==> config.mk <==
export PLATFORM = sky130hd
export DESIGN_NAME = axis_bcd_sched
export DESIGN_NICKNAME = d
export VERILOG_FILES = /design/src/rtl/axis_bcd_pkg.sv /design/src/rtl/axis_bcd_sched_core.sv /design/src/rtl/axis_bcd_sched.sv
export SDC_FILE = /design/constraint.sdc
export NUM_CORES = 1
export LEC_CHECK = 0
export BUFFER_PORTS_ARGS = -buffer_cell sky130_fd_sc_hd__buf_2
export CORE_MARGIN = 4
export CORE_UTILIZATION = 54
export DETAILED_ROUTE_END_ITERATION = 7
export PLACE_DENSITY_LB_ADDON = 0.25
export SYNTH_ARGS = -nofsm -noshare
export SYNTH_HDL_FRONTEND = slang
export SYNTH_SLANG_ARGS = --single-unit
export TNS_END_PERCENT = 1
==> constraint.sdc <==
create_clock -name clk -period 4.3 [get_ports clk]
set_clock_uncertainty 0.2 [all_clocks]
set_input_delay 0.86 -clock clk [delete_from_list [all_inputs] [get_ports clk]]
set_output_delay 0.86 -clock clk [all_outputs]
set_load 0.05 [all_outputs]
==> src/rtl/axis_bcd_pkg.sv <==
// Shared types, constants and digit helpers for the scheduled binary-to-BCD converter.
package axis_bcd_pkg;

    typedef enum logic [1:0] {IDLE, CONV, DONE} state_t;

    localparam int unsigned BCD_DIGIT_W = 4;
    localparam int unsigned ADD3_THRESH = 5;
    localparam int unsigned MAX_DIGITS  = 16;
    localparam int unsigned MAX_BCD_W   = BCD_DIGIT_W * MAX_DIGITS;

    // Double-dabble correction: every digit >= 5 gets +3 before the next shift.
    function automatic logic [MAX_BCD_W-1:0] add3_digits(input logic [MAX_BCD_W-1:0] bcd);
        logic [MAX_BCD_W-1:0]   res;
        logic [BCD_DIGIT_W-1:0] dig;
        res = '0;
        for (int unsigned i = 0; i < MAX_DIGITS; i++) begin
            dig = bcd[i*BCD_DIGIT_W +: BCD_DIGIT_W];
            res[i*BCD_DIGIT_W +: BCD_DIGIT_W] =
                (dig >= BCD_DIGIT_W'(ADD3_THRESH)) ? dig + BCD_DIGIT_W'(3) : dig;
        end
        return res;
    endfunction

    function automatic longint unsigned pow10(input int unsigned d);
        longint unsigned p;
        p = 64'd1;
        for (int unsigned i = 0; i < d; i++) p = p * 64'd10;
        return p;
    endfunction

    function automatic int unsigned id_width(input int unsigned n);
        return (n > 1) ? $clog2(n) : 1;
    endfunction

endpackage

==> src/rtl/axis_bcd_sched_core.sv <==
// Iterative shift-add-3 binary-to-BCD core, one operand bit per step.
module bcd_iter_core
    import axis_bcd_pkg::*;
#(
    parameter int unsigned W = 8,
    parameter int unsigned D = 3
) (
    input  logic                       clk,
    input  logic                       rst_n,
    input  logic                       load,
    input  logic                       step,
    input  logic [W-1:0]               operand,
    output logic                       done,
    output logic [BCD_DIGIT_W*D-1:0]   bcd
);

    localparam int unsigned BW = BCD_DIGIT_W * D;
    localparam int unsigned SW = BW + W;
    localparam int unsigned CW = $clog2(W + 1);

    logic [SW-1:0] sr;
    logic [SW-1:0] pre;
    logic [CW-1:0] cnt;

    // Digits are corrected on the pre-shift value, then the whole register shifts.
    always_comb begin
        pre = {BW'(add3_digits(MAX_BCD_W'(sr[SW-1:W]))), sr[W-1:0]};
    end

    always_ff @(posedge clk) begin
        if (!rst_n) begin
            sr  <= '0;
            cnt <= '0;
        end else if (load) begin
            sr  <= SW'(operand);
            cnt <= '0;
        end else if (step && !done) begin
            sr  <= {pre[SW-2:0], 1'b0};
            cnt <= cnt + CW'(1);
        end
    end

    assign done = (cnt == CW'(W));
    assign bcd  = sr[SW-1:W];

endmodule

==> src/rtl/axis_bcd_sched.sv <==
// Round-robin scheduler sharing one iterative BCD converter among N requesters.
// Optional two's-complement operands when AXIS_BCD_SIGNED_EN is defined.
module axis_bcd_sched
    import axis_bcd_pkg::*;
#(
    parameter int unsigned N = 3,
    parameter int unsigned W = 8,
    parameter int unsigned D = 3
) (
    input  logic                        clk,
    input  logic                        rst_n,
    input  logic [N-1:0]                req_valid,
    input  logic [N*W-1:0]              req_data,
    output logic [N-1:0]                req_ready,
    output logic                        out_valid,
    input  logic                        out_ready,
    output logic [BCD_DIGIT_W*D-1:0]    out_bcd,
    output logic [id_width(N)-1:0]      out_id,
    output logic                        out_neg
);

    localparam int unsigned IW = id_width(N);
    localparam int unsigned BW = BCD_DIGIT_W * D;

    if (N < 1 || N > 8) begin : g_bad_n
        $error("axis_bcd_sched: N must be 1..8");
    end
    if (D > MAX_DIGITS || pow10(D) < (64'd1 << W)) begin : g_bad_d
        $error("axis_bcd_sched: D digits cannot hold 2^W-1");
    end

    state_t          state, state_next;
    logic [IW-1:0]   rr, grant_id, id_q;
    logic            grant_any, load, step, core_done, neg_q, neg_in;
    logic [W-1:0]    sel, mag;
    logic [BW-1:0]   core_bcd;
    int unsigned     pos;

    // First valid requester at/after the rr pointer, wrapping; only offered in IDLE.
    always_comb begin
        req_ready = '0;
        grant_any = 1'b0;
        grant_id  = '0;
        pos       = 0;
        if (state == IDLE) begin
            for (int unsigned i = 0; i < N; i++) begin
                pos = 32'(rr) + i;
                if (pos >= N) pos = pos - N;
                if (!grant_any && req_valid[IW'(pos)]) begin
                    grant_any = 1'b1;
                    grant_id  = IW'(pos);
                end
            end
            if (grant_any) req_ready[grant_id] = 1'b1;
        end
    end

    always_comb begin
        sel = req_data[32'(grant_id)*W +: W];
`ifdef AXIS_BCD_SIGNED_EN
        neg_in = sel[W-1];
        mag    = neg_in ? (~sel) + W'(1) : sel;
`else
        neg_in = 1'b0;
        mag    = sel;
`endif
    end

    always_comb begin
        state_next = state;
        load       = 1'b0;
        step       = 1'b0;
        case (state)
            IDLE: begin
                if (grant_any) begin
                    load       = 1'b1;
                    state_next = CONV;
                end
            end
            CONV: begin
                step = 1'b1;
                if (core_done) state_next = DONE;
            end
            DONE: begin
                if (out_valid && out_ready) state_next = IDLE;
            end
            default: state_next = IDLE;
        endcase
    end

    always_ff @(posedge clk) begin
        if (!rst_n) begin
            state     <= IDLE;
            rr        <= '0;
            id_q      <= '0;
            neg_q     <= 1'b0;
            out_valid <= 1'b0;
            out_bcd   <= '0;
            out_id    <= '0;
            out_neg   <= 1'b0;
        end else begin
            state <= state_next;
            if (load) begin
                rr    <= (grant_id == IW'(N - 1)) ? '0 : grant_id + IW'(1);
                id_q  <= grant_id;
                neg_q <= neg_in;
            end
            // Result registers hold until the next conversion completes.
            if (state == CONV && core_done) begin
                out_valid <= 1'b1;
                out_bcd   <= core_bcd;
                out_id    <= id_q;
                out_neg   <= neg_q;
            end else if (out_valid && out_ready) begin
                out_valid <= 1'b0;
            end
        end
    end

    bcd_iter_core #(
        .W (W),
        .D (D)
    ) u_core (
        .clk     (clk),
        .rst_n   (rst_n),
        .load    (load),
        .step    (step),
        .operand (mag),
        .done    (core_done),
        .bcd     (core_bcd)
    );

endmodule
Word-level counts from Yosys, hierarchy flattened
Index checks and enable logic that the tools add are counted.
{ "word_totals": {"inputBits": 30, "regBits": 45} }
{ "op_classes": {"n_addsub": 10, "magnitude_cmp": 11, "shift": 1, "mux": 43, "bitwise_logic": 1, "n_eq_ne": 7, "n_reduce_logical": 14} }
{ "ops": {"columns": ["op", "n"], "rows": [
  ["2-bit two-way mux", 15],
  ["24-bit by 6-bit indexed part select with 8-bit output", 1],
  ["1-bit two-way mux", 16],
  ["8-bit two-way mux", 2],
  ["4-bit by 3-bit greater-or-equal comparator with 1-bit output (second input constant)", 3],
  ["2-bit by 3-bit less-than comparator with 1-bit output (second input constant)", 4],
  ["3-bit two-way mux", 3],
  ["4-bit by 2-bit adder with 4-bit output (second input constant)", 2],
  ["4-bit two-way mux", 2],
  ["1-bit binary-select mux with 2-bit select", 3],
  ["3-bit by 2-bit greater-or-equal comparator with 1-bit output (second input constant)", 2],
  ["1-bit logical AND", 6],
  ["2-bit inequality test (second input constant)", 3],
  ["2-bit case mux with 3 select lines", 1],
  ["2-bit subtractor (second input constant)", 3],
  ["4-bit by 1-bit adder with 4-bit output (second input constant)", 1],
  ["2-bit equality test (second input constant)", 2],
  ["4-bit equality test (second input constant)", 1],
  ["2-bit nonzero test", 2],
  ["2-bit by 1-bit adder with 3-bit output (second input constant)", 1],
  ["2-bit by 2-bit adder with 3-bit output (second input constant)", 1],
  ["3-bit by 2-bit adder with 3-bit output (second input constant)", 1],
  ["1-bit zero test", 3],
  ["3-bit AND reduction", 1],
  ["8 further kinds", 8]
]} }

Depth between registers and ports, before layout
Gate-level depths: netlist of the first run.
{ "depth": {"ltp_word": 21, "mapped_depth": 11} }

Hierarchy
A second synthesis of the first run with hierarchy kept.
{ "hier_totals": {"cells_unflattened": 339, "hier_area_um2": 2829.0} }
{ "by_module_without_submodules": {"columns": ["module", "cells_per_inst", "seq_area_each_um2", "area_per_inst_um2", "n_inst"], "rows": [
  ["axis_bcd_sched", 192, 420.4, 1584.0, 1],
  ["bcd_iter_core", 147, 480.5, 1244.9, 1]
]} }

Worst setup path before layout of the first run
No wires, ideal clock.
{ "synth_path": {"path_type": "input-to-output", "start": "in req_valid[1]", "end": "out req_ready[0]", "path_buffers": 2, "t_arrival_ns": 2.658, "stages": 8, "required_ns": 3.240, "slack_ns": 0.582, "path_cell_list": "mux2i_1 o221ai_1 or3b_1 buf_6 and3_4 buf_6 or3_4 inv_1"} }
{ "synth_between": {"elab_chain_cells": 18} }
{ "synth_rtl": {"columns": ["element", "line", "rtl"], "rows": [
  ["start, declared", "axis_bcd_sched.sv:12", "input logic [N-1:0] req_valid,"],
  ["1-bit binary-select mux with 2-bit select", "axis_bcd_sched.sv:49", "if (!grant_any && req_valid[IW'(pos)]) begin"],
  ["1-bit two-way mux (not written as such)", "axis_bcd_sched.sv:49", null],
  ["1-bit two-way mux", "axis_bcd_sched.sv:49", null],
  ["1-bit two-way mux", "axis_bcd_sched.sv:45", "if (state == IDLE) begin"],
  ["1-bit zero test", "axis_bcd_sched.sv:49", null],
  ["1-bit logical AND", "axis_bcd_sched.sv:49", null],
  ["1-bit two-way mux", "axis_bcd_sched.sv:49", null],
  ["1-bit two-way mux", "axis_bcd_sched.sv:45", null],
  ["(+2 left out)", null, null],
  ["2-bit two-way mux", "axis_bcd_sched.sv:49", null],
  ["2-bit two-way mux", "axis_bcd_sched.sv:45", null],
  ["2-bit by 3-bit less-than comparator with 1-bit output (not written as such) / 2-bit by 1-bit greater-or-equal comparator with 1-bit output (equally long branches)", "axis_bcd_sched.sv:54", "if (grant_any) req_ready[grant_id] = 1'b1;"],
  ["1-bit logical AND (not written as such)", "axis_bcd_sched.sv:54", null],
  ["1-bit two-way mux (not written as such)", "axis_bcd_sched.sv:54", null],
  ["1-bit demux with 2-bit select", "axis_bcd_sched.sv:54", null],
  ["3-bit two-way mux *", "axis_bcd_sched.sv:54", null],
  ["3-bit two-way mux *", "axis_bcd_sched.sv:45", null],
  ["end, declared", "axis_bcd_sched.sv:14", "output logic [N-1:0] req_ready,"]
]} }
Every way passes the cells marked *; elsewhere a longest branch is shown, timed or not. The select of a mux whose other input is x is not followed.

Final worst setup path of the first run
{ "layout_path": {"start": "reg rr[1]", "end": "out req_ready[0]"} }
{ "layout_between": {"elab_chain_cells": 21} }
{ "layout_rtl": {"columns": ["element", "line", "rtl"], "rows": [
  ["start, declared", "axis_bcd_sched.sv:33", "logic [IW-1:0] rr, grant_id, id_q;"],
  ["start signal, assigned", "axis_bcd_sched.sv:104", "rr <= (grant_id == IW'(N - 1)) ? '0 : grant_id + IW'(1);"],
  ["parallel branches: the longest is 19 deep, another holds 2-bit by 1-bit adder with 3-bit output", null, null],
  ["3-bit two-way mux *", "axis_bcd_sched.sv:54", null],
  ["3-bit two-way mux *", "axis_bcd_sched.sv:45", null]
]} }
Mark *: on every way between the ends. The select of a mux whose other input is x is not followed.

==> impl_metrics.ini, run 1 <==
[detailed_routing]
postRouteAntennaNets = 0
wl_met3_um = 314
routed_wirelength_um = 4940
dr.pass1.iters = 4
drt_first_iter_violations = 108
maxUsedRoutingLayer = met4
drt-met1-wl_um = 2150
route.met2.wl_um = 2400
viasPerCell = 5.47
routedWlPerCell_um = 12.6
vias = 2150
drcViolationCount = 0

[power_and_ir_drop]
power_density_mw_per_mm2 = 536
leakage_nw = 1.11
totalPowerFinal_mw = 1.44
ir_worst_vdd_mv = 0.408

[logic_synthesis]
yosysMostFrequentCell = nand2_1
ys_seq_area_frac = 0.380
synth_ff_type = dfxtp_1
synth-compound-area-share = 0.222
synth_area_leader_cell = dfxtp_1
synth_commonest_cells = 56 x nand2_1, 45 x dfxtp_1, 37 x a21oi_1, 22 x inv_1, 18 x o21ai_0
ys_seq_elements = 45
synth_top_family_by_area = compound AO/OA/AOI/OAI gates
synth_cell_types = 43
synth_edf_count = 0
synth-xor-area-share = 0.0296
synth_area_sq_mm = 0.00237
async_reset_ff_frac = 0
synth_area_per_cell_sq_um = 7.82
synth_cells = 303
syn_nets = 345
netlist.area_leader.share = 0.380
synthSimpleGateAreaFrac = 0.189
synthTopCellsByArea = dfxtp_1 38%, nand2_1 8.9%, a21oi_1 7.8%, ha_1 6.3%, mux2i_1 4.2%
synth_adder_area_share = 0.0634
synth_warnings = 0
synthMuxAreaShare = 0.0423

[global_route]
grt_max_degree = 24
track_usage = 0.192
grt-ovfl-total = 0
grt_pass1_wl_um = 8440
antenna_found_initial = 0
grt_pass1_vias = 2014

[cts]
post_cts_buffers = 0
cts_root_buffer = clkbuf_8
hold_buffers = 0
cts_buffer_depth = 2
clock_latency_ps = 300
clkTransAtPathRegs_ps = 80
cts_sinks = 45
cts_tree = yes
h-tree-depth = 2
post_cts_resized = 0
numCtsBuffers = 5

[placed_design]
gp_congestion = 0.866
hpwl_um = 3640
placedCellCount = 385
io_buffers = 47
dpl_worst_slack_ps = 415

[hold_path]
min_from = out_bcd[7]
hp-class = flop to flop
whs_path_depth = 2
holdPathEnd = out_bcd[7]

[die]
row_count = 23
fp.dieArea_sq_mm = 0.00551
start_util = 0.576
io_pins = 49
die_y_um = 74.2
core-area_sq_mm = 0.00412
die_x_um = 74.2

[setup_path]
path_common_cell = inv_1
cp.required_ps = 3240
path_class = flop to primary output
r2r_cells = 8
r2r-start = rr[1]
cp_slowest_stage_delay_ps = 510
end_kind = primary output
cp_max_fo = 10
worstPathArrival_ps = 2890
critPathSlowestCell = or3b_1
cp-start-kind = flop
r2r-end = u_core.sr[2]
path_cells = inv_1 -> ha_1 -> mux2i_1 -> o221ai_1 -> or3b_1 -> and3_4 -> or3_4 -> inv_1 -> buf_2
r2r_slack_ps = 1620

[layout]
seqCellArea_sq_um = 901
fin_nets = 384
multi_input_area_sq_mm = 0.00130
diodes = 0
final_layout_size_suffix_gt1_frac = 0.178
area_delta_synth_final_pct = 13.2
fillers = 375
fin_cells = 393

[timing]
rsz0062_at_grt = no
hold_violations = 0
tns_ps = 0
slew_headroom = 0.428
worst_pin_slew_ps = 857
fmax_mhz = 253
fin_crit_ps = 3950
setup_viol = 0
timing.final.ws_setup_ps = 353
finalCritPeriodShare = 0.918
slew_violations = 0

[status]
status = completed

[job]
cap_viol_max_count = 0
## logic make-up (layout without fill, tap and decap cells)
logic type / after synthesis / count (layout)
AO/OA/AOI/OAI: 90 / 90
XOR/XNOR: 8 / 8
adder cells (fa/ha/maj): 12 / 12
buffers and inverters: 40 / 80
flip-flops: 45 / 45
multiplexers: 10 / 10
other: 1 / 1
AND/OR/NAND/NOR: 97 / 97
## area by class of cell
class	instances	area share
clock buffer	8	0.0299
multi-input combinational	218	0.484
inverter	22	0.0308
sequential	45	0.336
timing repair buffer	50	0.0961
tap	50	0.0233
## per-stage QoR
stage	cell area, sq um	hold slack (ps)	utilization
after floorplan	2370	229	-
after global placement	2600	240	0.632
after detailed placement	2600	245	0.632
after CTS	2680	256	0.652
after global routing	2680	278	0.652
final	2680	253	0.652
## worst max path at each step
| stage | depth (start not counted) | end | start | slack (ps) |
|---|---|---|---|---|
| 2_1_floorplan | 8 | req_ready[0] | req_valid[1] | 580 |
| 3_3_place_gp | 8 | req_ready[0] | req_valid[1] | 460 |
| 3_5_place_dp | 8 | req_ready[0] | req_valid[1] | 410 |
| 4_1_cts | 9 | req_ready[0] | rr[1] | 360 |
| 5_1_grt | 9 | req_ready[0] | rr[1] | 150 |
| 6_report | 9 | req_ready[0] | rr[1] | 350 |
## critical path, delay by kind of cell, from the launching register on
kind | cells | cell delay (ps)
simple gates | 3 | 1150
flops | 1 | 400
buf+inv | 3 | 400
fa+ha+maj | 1 | 240
mux | 1 | 230
compound gates | 1 | 170
## power by group
group          switching [mW]  total, mW  internal [mW]  leakage [nW]
clock                   0.133      0.248          0.116        0.0395
sequential             0.0320      0.497          0.465         0.365
combinational           0.439      0.692          0.253         0.710
## routing by layer
| layer | global-route usage | vias up |
|---|---|---|
| li1 | - | 1109 |
| met1 | 0.226 | 980 |
| met2 | 0.343 | 54 |
| met3 | 0.0459 | 7 |
| met4 | 0.0652 | 0 |
| met5 | 0 | - |
## cell usage in the layout, fill, tap and decap left out, types with 5 or more instances in the layout
master,n
a31oi_1,8
buf_2,47
dfxtp_1,45
o21ai_0,18
o22ai_1,8
nor2_1,13
inv_1,22
mux2i_1,10
ha_1,12
nand2_1,56
clkbuf_8,5
a21oi_1,37
a211oi_1,8
## flip-flops by register name (all words and copies together) (netlist names)
name,cells
out_bcd,12
out_id,2
u_core.cnt,4
u_core.sr,20
id_q,2
out_valid,1
state,2
rr,2
No activity file was read; power rests on OpenSTA's default activity.
==> run 2: changes to the inputs <==
- clock period: 4.3 -> 4.35 ns (I/O delays scaled with it)
==> impl_metrics.ini, run 2 (synthesis results as in run 1) <==
[global_route]
track_usage = 0.189
grt_pass1_vias = 1969
antenna_found_initial = 0
grt_max_degree = 24
grt-ovfl-total = 0
grt_pass1_wl_um = 8200

[setup_path]
critical_path.startpoint = rr[1]
cp_max_fo = 10
critPathSlowestCell = or3b_1
path_cells = inv_1 -> ha_1 -> mux2i_1 -> o221ai_1 -> or3b_1 -> and3_4 -> or3_4 -> inv_1 -> buf_2
r2r-end = rr[0]
r2r_cells = 8
cp-start-kind = flop
end_kind = primary output
cp_slowest_stage_delay_ps = 510
path_class = flop to primary output
worst-path-stages = 9
cp.required_ps = 3280
path_common_cell = inv_1
worstPathArrival_ps = 2900
cp_top_family = simple AND/OR/NAND/NOR gates
r2r_slack_ps = 1670
r2r-start = rr[1]
critPathCapture = req_ready[0]
crit_buf_inv = 3

[timing]
hold_violations = 0
setup_viol = 0
finalCritPeriodShare = 0.914
worst_pin_slew_ps = 890
rsz0062_at_grt = no
timing.final.ws_setup_ps = 376
slew_headroom = 0.405
fmax_mhz = 252
slew_violations = 0
tns_ps = 0
fin_crit_ps = 3970

[layout]
fin_nets = 384
fillers = 377
layout_common_cells = 56 x nand2_1, 47 x buf_2, 45 x dfxtp_1, 37 x a21oi_1, 22 x inv_1
top_regs = u_core.sr: 20 flops, out_bcd: 12 flops, u_core.cnt: 4 flops
fin_cells = 393
fin_util = 0.665
largest_reg_flops = 20
final_common_cell = nand2_1
largest_register = u_core.sr
seqCellArea_sq_um = 901
final_layout_size_suffix_gt1_frac = 0.187
diodes = 0
area_delta_synth_final_pct = 15.5
multi_input_area_sq_mm = 0.00130

[power_and_ir_drop]
clockPowerShare = 0.238
switchingPower_mw = 0.598
power_density_mw_per_mm2 = 561
seqPwrFrac = 0.319
combinationalPowerShare = 0.443
leakage_nw = 1.14
cellInternalPower_mw = 0.937
switching_share = 0.389
ir_worst_vdd_mv = 0.493

[cts]
numCtsBuffers = 5
post_cts_resized = 0
cts_sinks = 45
clkTransAtPathRegs_ps = 80
cts_tree = yes
post_cts_buffers = 0
hold_buffers = 0
cts_root_buffer = clkbuf_8
h-tree-depth = 2
clock_latency_ps = 300
cts_buffer_depth = 2

[hold_path]
hp-class = flop to flop

[die]
die_x_um = 74.2
core-area_sq_mm = 0.00412
start_util = 0.576
die_y_um = 74.2
io_pins = 49
row_count = 23
fp.dieArea_sq_mm = 0.00551

[detailed_routing]
drcViolationCount = 0
routed_wirelength_um = 4860
dr.pass1.iters = 4
vias = 2131
viasPerCell = 5.42
drt_first_iter_violations = 128
postRouteAntennaNets = 0
routedWlPerCell_um = 12.4

[placed_design]
gp_congestion = 0.840
io_buffers = 47
placedCellCount = 385
hpwl_um = 3610
dpl_worst_slack_ps = 429

[status]
status = completed

[job]
cap_viol_max_count = 0
-- run 2: through the flow --
step / power [mW] / cell area [sq um] / hold WS [ps]
after global placement: 1.17 / 2600 / 240
after floorplan: 1.07 / 2370 / 229
after CTS: 1.54 / 2740 / 256
after detailed placement: 1.18 / 2600 / 244
final: 1.54 / 2740 / 253
after global routing: 1.64 / 2740 / 276
-- run 2: final cells by class --
cell class	instances	area share
clock buffer	5	0.0252
tap	50	0.0229
inverter	22	0.0302
timing repair buffer	50	0.0942
multi-input combinational	218	0.474
sequential	45	0.329
clock inverter	3	0.0238
-- run 2: power by group through the flow --
stage          Sequential (mW)  Clock [mW]  Combinational, mW
2_1_floorplan            0.491           0              0.579
3_3_place_gp             0.498           0              0.667
3_5_place_dp             0.499           0              0.678
4_1_cts                  0.490       0.372              0.680
5_1_grt                  0.497       0.387              0.754
6_report                 0.490       0.365              0.680
-- run 2: worst reg2reg max path, cell delays in order (launching register included) --
cell      delay, ps
dfxtp_1         350
inv_1            90
ha_1            260
mux2i_1         260
o221ai_1        180
or3b_1          510
and3_4          240
or3_4           400
a21oi_2         110
-- run 2: how the worst min path moves through the flow --
| stage | cells after the start | end | from | slack [ps] |
|---|---|---|---|---|
| global route | 2 | out_bcd[0] | out_bcd[0] | 280 |
| CTS | 2 | out_bcd[10] | out_bcd[10] | 260 |
| detailed placement | 2 | out_bcd[10] | out_bcd[10] | 240 |
| floorplan | 2 | out_id[1] | id_q[1] | 230 |
| global placement | 2 | u_core.sr[8] | u_core.sr[7] | 240 |
| finish | 2 | out_bcd[1] | out_bcd[1] | 250 |
-- run 2: routing by layer --
layer	share of wire	track usage	up-vias
met1	0.44	0.216	957
li1	-	-	1111
met4	0.014	0.0672	0
met5	0	0	-
met2	0.49	0.336	59
met3	0.060	0.0568	4
==> run 3: changes to the inputs <==
- CORE_UTILIZATION: 54 -> 37
==> impl_metrics.ini, run 3 (synthesis results as in run 1) <==
[status]
status = completed

[die]
die_y_um = 88.0
core-area_sq_mm = 0.00606
row_count = 28
io_pins = 49
fp.dieArea_sq_mm = 0.00775
die_x_um = 88.0
start_util = 0.391

[layout]
diodes = 0
fillers = 631
largest_register = u_core.sr
top_regs = u_core.sr: 20 flops, out_bcd: 12 flops, u_core.cnt: 4 flops
fin_cells = 417
fin_nets = 384
largest_reg_flops = 20
fin_util = 0.449
layout_common_cells = 56 x nand2_1, 47 x buf_2, 45 x dfxtp_1, 37 x a21oi_1, 22 x inv_1
final_layout_size_suffix_gt1_frac = 0.181
final_common_cell = nand2_1
fin_area_sq_mm = 0.00272
area_delta_synth_final_pct = 14.8

[detailed_routing]
drcViolationCount = 0
routedWlPerCell_um = 12.3
routed_wirelength_um = 5130
drt_first_iter_violations = 80
postRouteAntennaNets = 0
dr.pass1.iters = 4
vias = 2149
viasPerCell = 5.15

[setup_path]
end_kind = primary output
worst-path-stages = 9
r2r-end = u_core.cnt[2]
path_cells = inv_1 -> ha_1 -> mux2i_1 -> o221ai_1 -> or3b_1 -> and3_4 -> or3_4 -> inv_1 -> buf_2
critical_path.startpoint = rr[1]
cp.required_ps = 3280
r2r_cells = 8
r2r-start = rr[1]
crit_buf_inv = 3
path_common_cell = inv_1
cp_top_family = simple AND/OR/NAND/NOR gates
path_class = flop to primary output
worstPathArrival_ps = 2910
cp_slowest_stage_delay_ps = 520
cp-start-kind = flop
critPathCapture = req_ready[0]
cp_max_fo = 10
r2r_slack_ps = 1650
critPathSlowestCell = or3b_1

[global_route]
track_usage = 0.142
grt_max_degree = 24
grt_pass1_vias = 2057
antenna_found_initial = 0
grt-ovfl-total = 0
grt_pass1_wl_um = 9000

[cts]
h-tree-depth = 2
cts_buffer_depth = 2
cts_root_buffer = clkbuf_8
cts_sinks = 45
post_cts_buffers = 0
numCtsBuffers = 5
hold_buffers = 0
clock_latency_ps = 290
cts_tree = yes
post_cts_resized = 0
clkTransAtPathRegs_ps = 70

[power_and_ir_drop]
ir_worst_vdd_mv = 0.511
leakage_nw = 1.12
totalPowerFinal_mw = 1.43
power_density_mw_per_mm2 = 528

[timing]
tns_ps = 0
slew_headroom = 0.385
fmax_mhz = 251
fin_crit_ps = 3980
finalCritPeriodShare = 0.915
slew_violations = 0
setup_viol = 0
worst_pin_slew_ps = 920
rsz0062_at_grt = no
hold_violations = 0

[placed_design]
place_area_sq_mm = 0.00263
gp_congestion = 0.847
io_buffers = 47
hpwl_um = 3730
placedCellCount = 410

[job]
cap_viol_max_count = 0

[hold_path]
hp-class = flop to flop
run 3: cell count changes in the layout (fill, tap and decap cells not counted):
cell | before | now
bufinv_16 | 2 | 0
clkbuf_1 | 0 | 1
clkbuf_8 | 5 | 6
clkinv_2 | 1 | 0
run 3: area by class of cell:
| class | count | area [sq um] | share of cell area |
|---|---|---|---|
| multi-input cells | 218 | 1300 | 0.477 |
| flip-flops and latches | 45 | 901 | 0.331 |
| repair buffers | 50 | 258 | 0.0948 |
| well taps | 75 | 93.8 | 0.0345 |
| clock buffers | 7 | 86.3 | 0.0318 |
| inverters | 22 | 82.6 | 0.0304 |
run 3: metrics by stage:
| stage | worst slack [ps] | hold slack (ps) |
|---|---|---|
| floorplan | 612 | 229 |
| global placement | 484 | 240 |
| detailed placement | 428 | 243 |
| CTS | 393 | 254 |
| global route | 118 | 273 |
| finish | 370 | 252 |
run 3: tightest hold or removal path, stage by stage (launching register included):
cell and delay, ps:
dfxtp_1 310, nand2_1 50, a21oi_1 50
run 3: power breakdown:
part,internal (mW),switching [mW]
Sequential,0.460,0.0298
Clock,0.126,0.128
Combinational,0.250,0.441
Total,0.836,0.599
run 3: metal layers:
metal | global-route usage | vias to the layer above | routed length, um
met5 | 0 | - | 0
met4 | 0.0371 | 0 | 63
met3 | 0.0376 | 5 | 348
met2 | 0.233 | 71 | 2260
met1 | 0.186 | 964 | 2450
li1 | - | 1109 | -
run 3: worst min-delay path by stage:
| stage | to | depth (start not counted) | startpoint | slack (ps) |
|---|---|---|---|---|
| after floorplan | out_id[1] | 2 | id_q[1] | 230 |
| after global placement | out_bcd[9] | 2 | out_bcd[9] | 240 |
| after detailed placement | out_bcd[9] | 2 | out_bcd[9] | 240 |
| after CTS | out_bcd[9] | 2 | out_bcd[9] | 250 |
| after global routing | out_bcd[9] | 2 | out_bcd[9] | 270 |
| final | out_bcd[9] | 2 | out_bcd[9] | 250 |
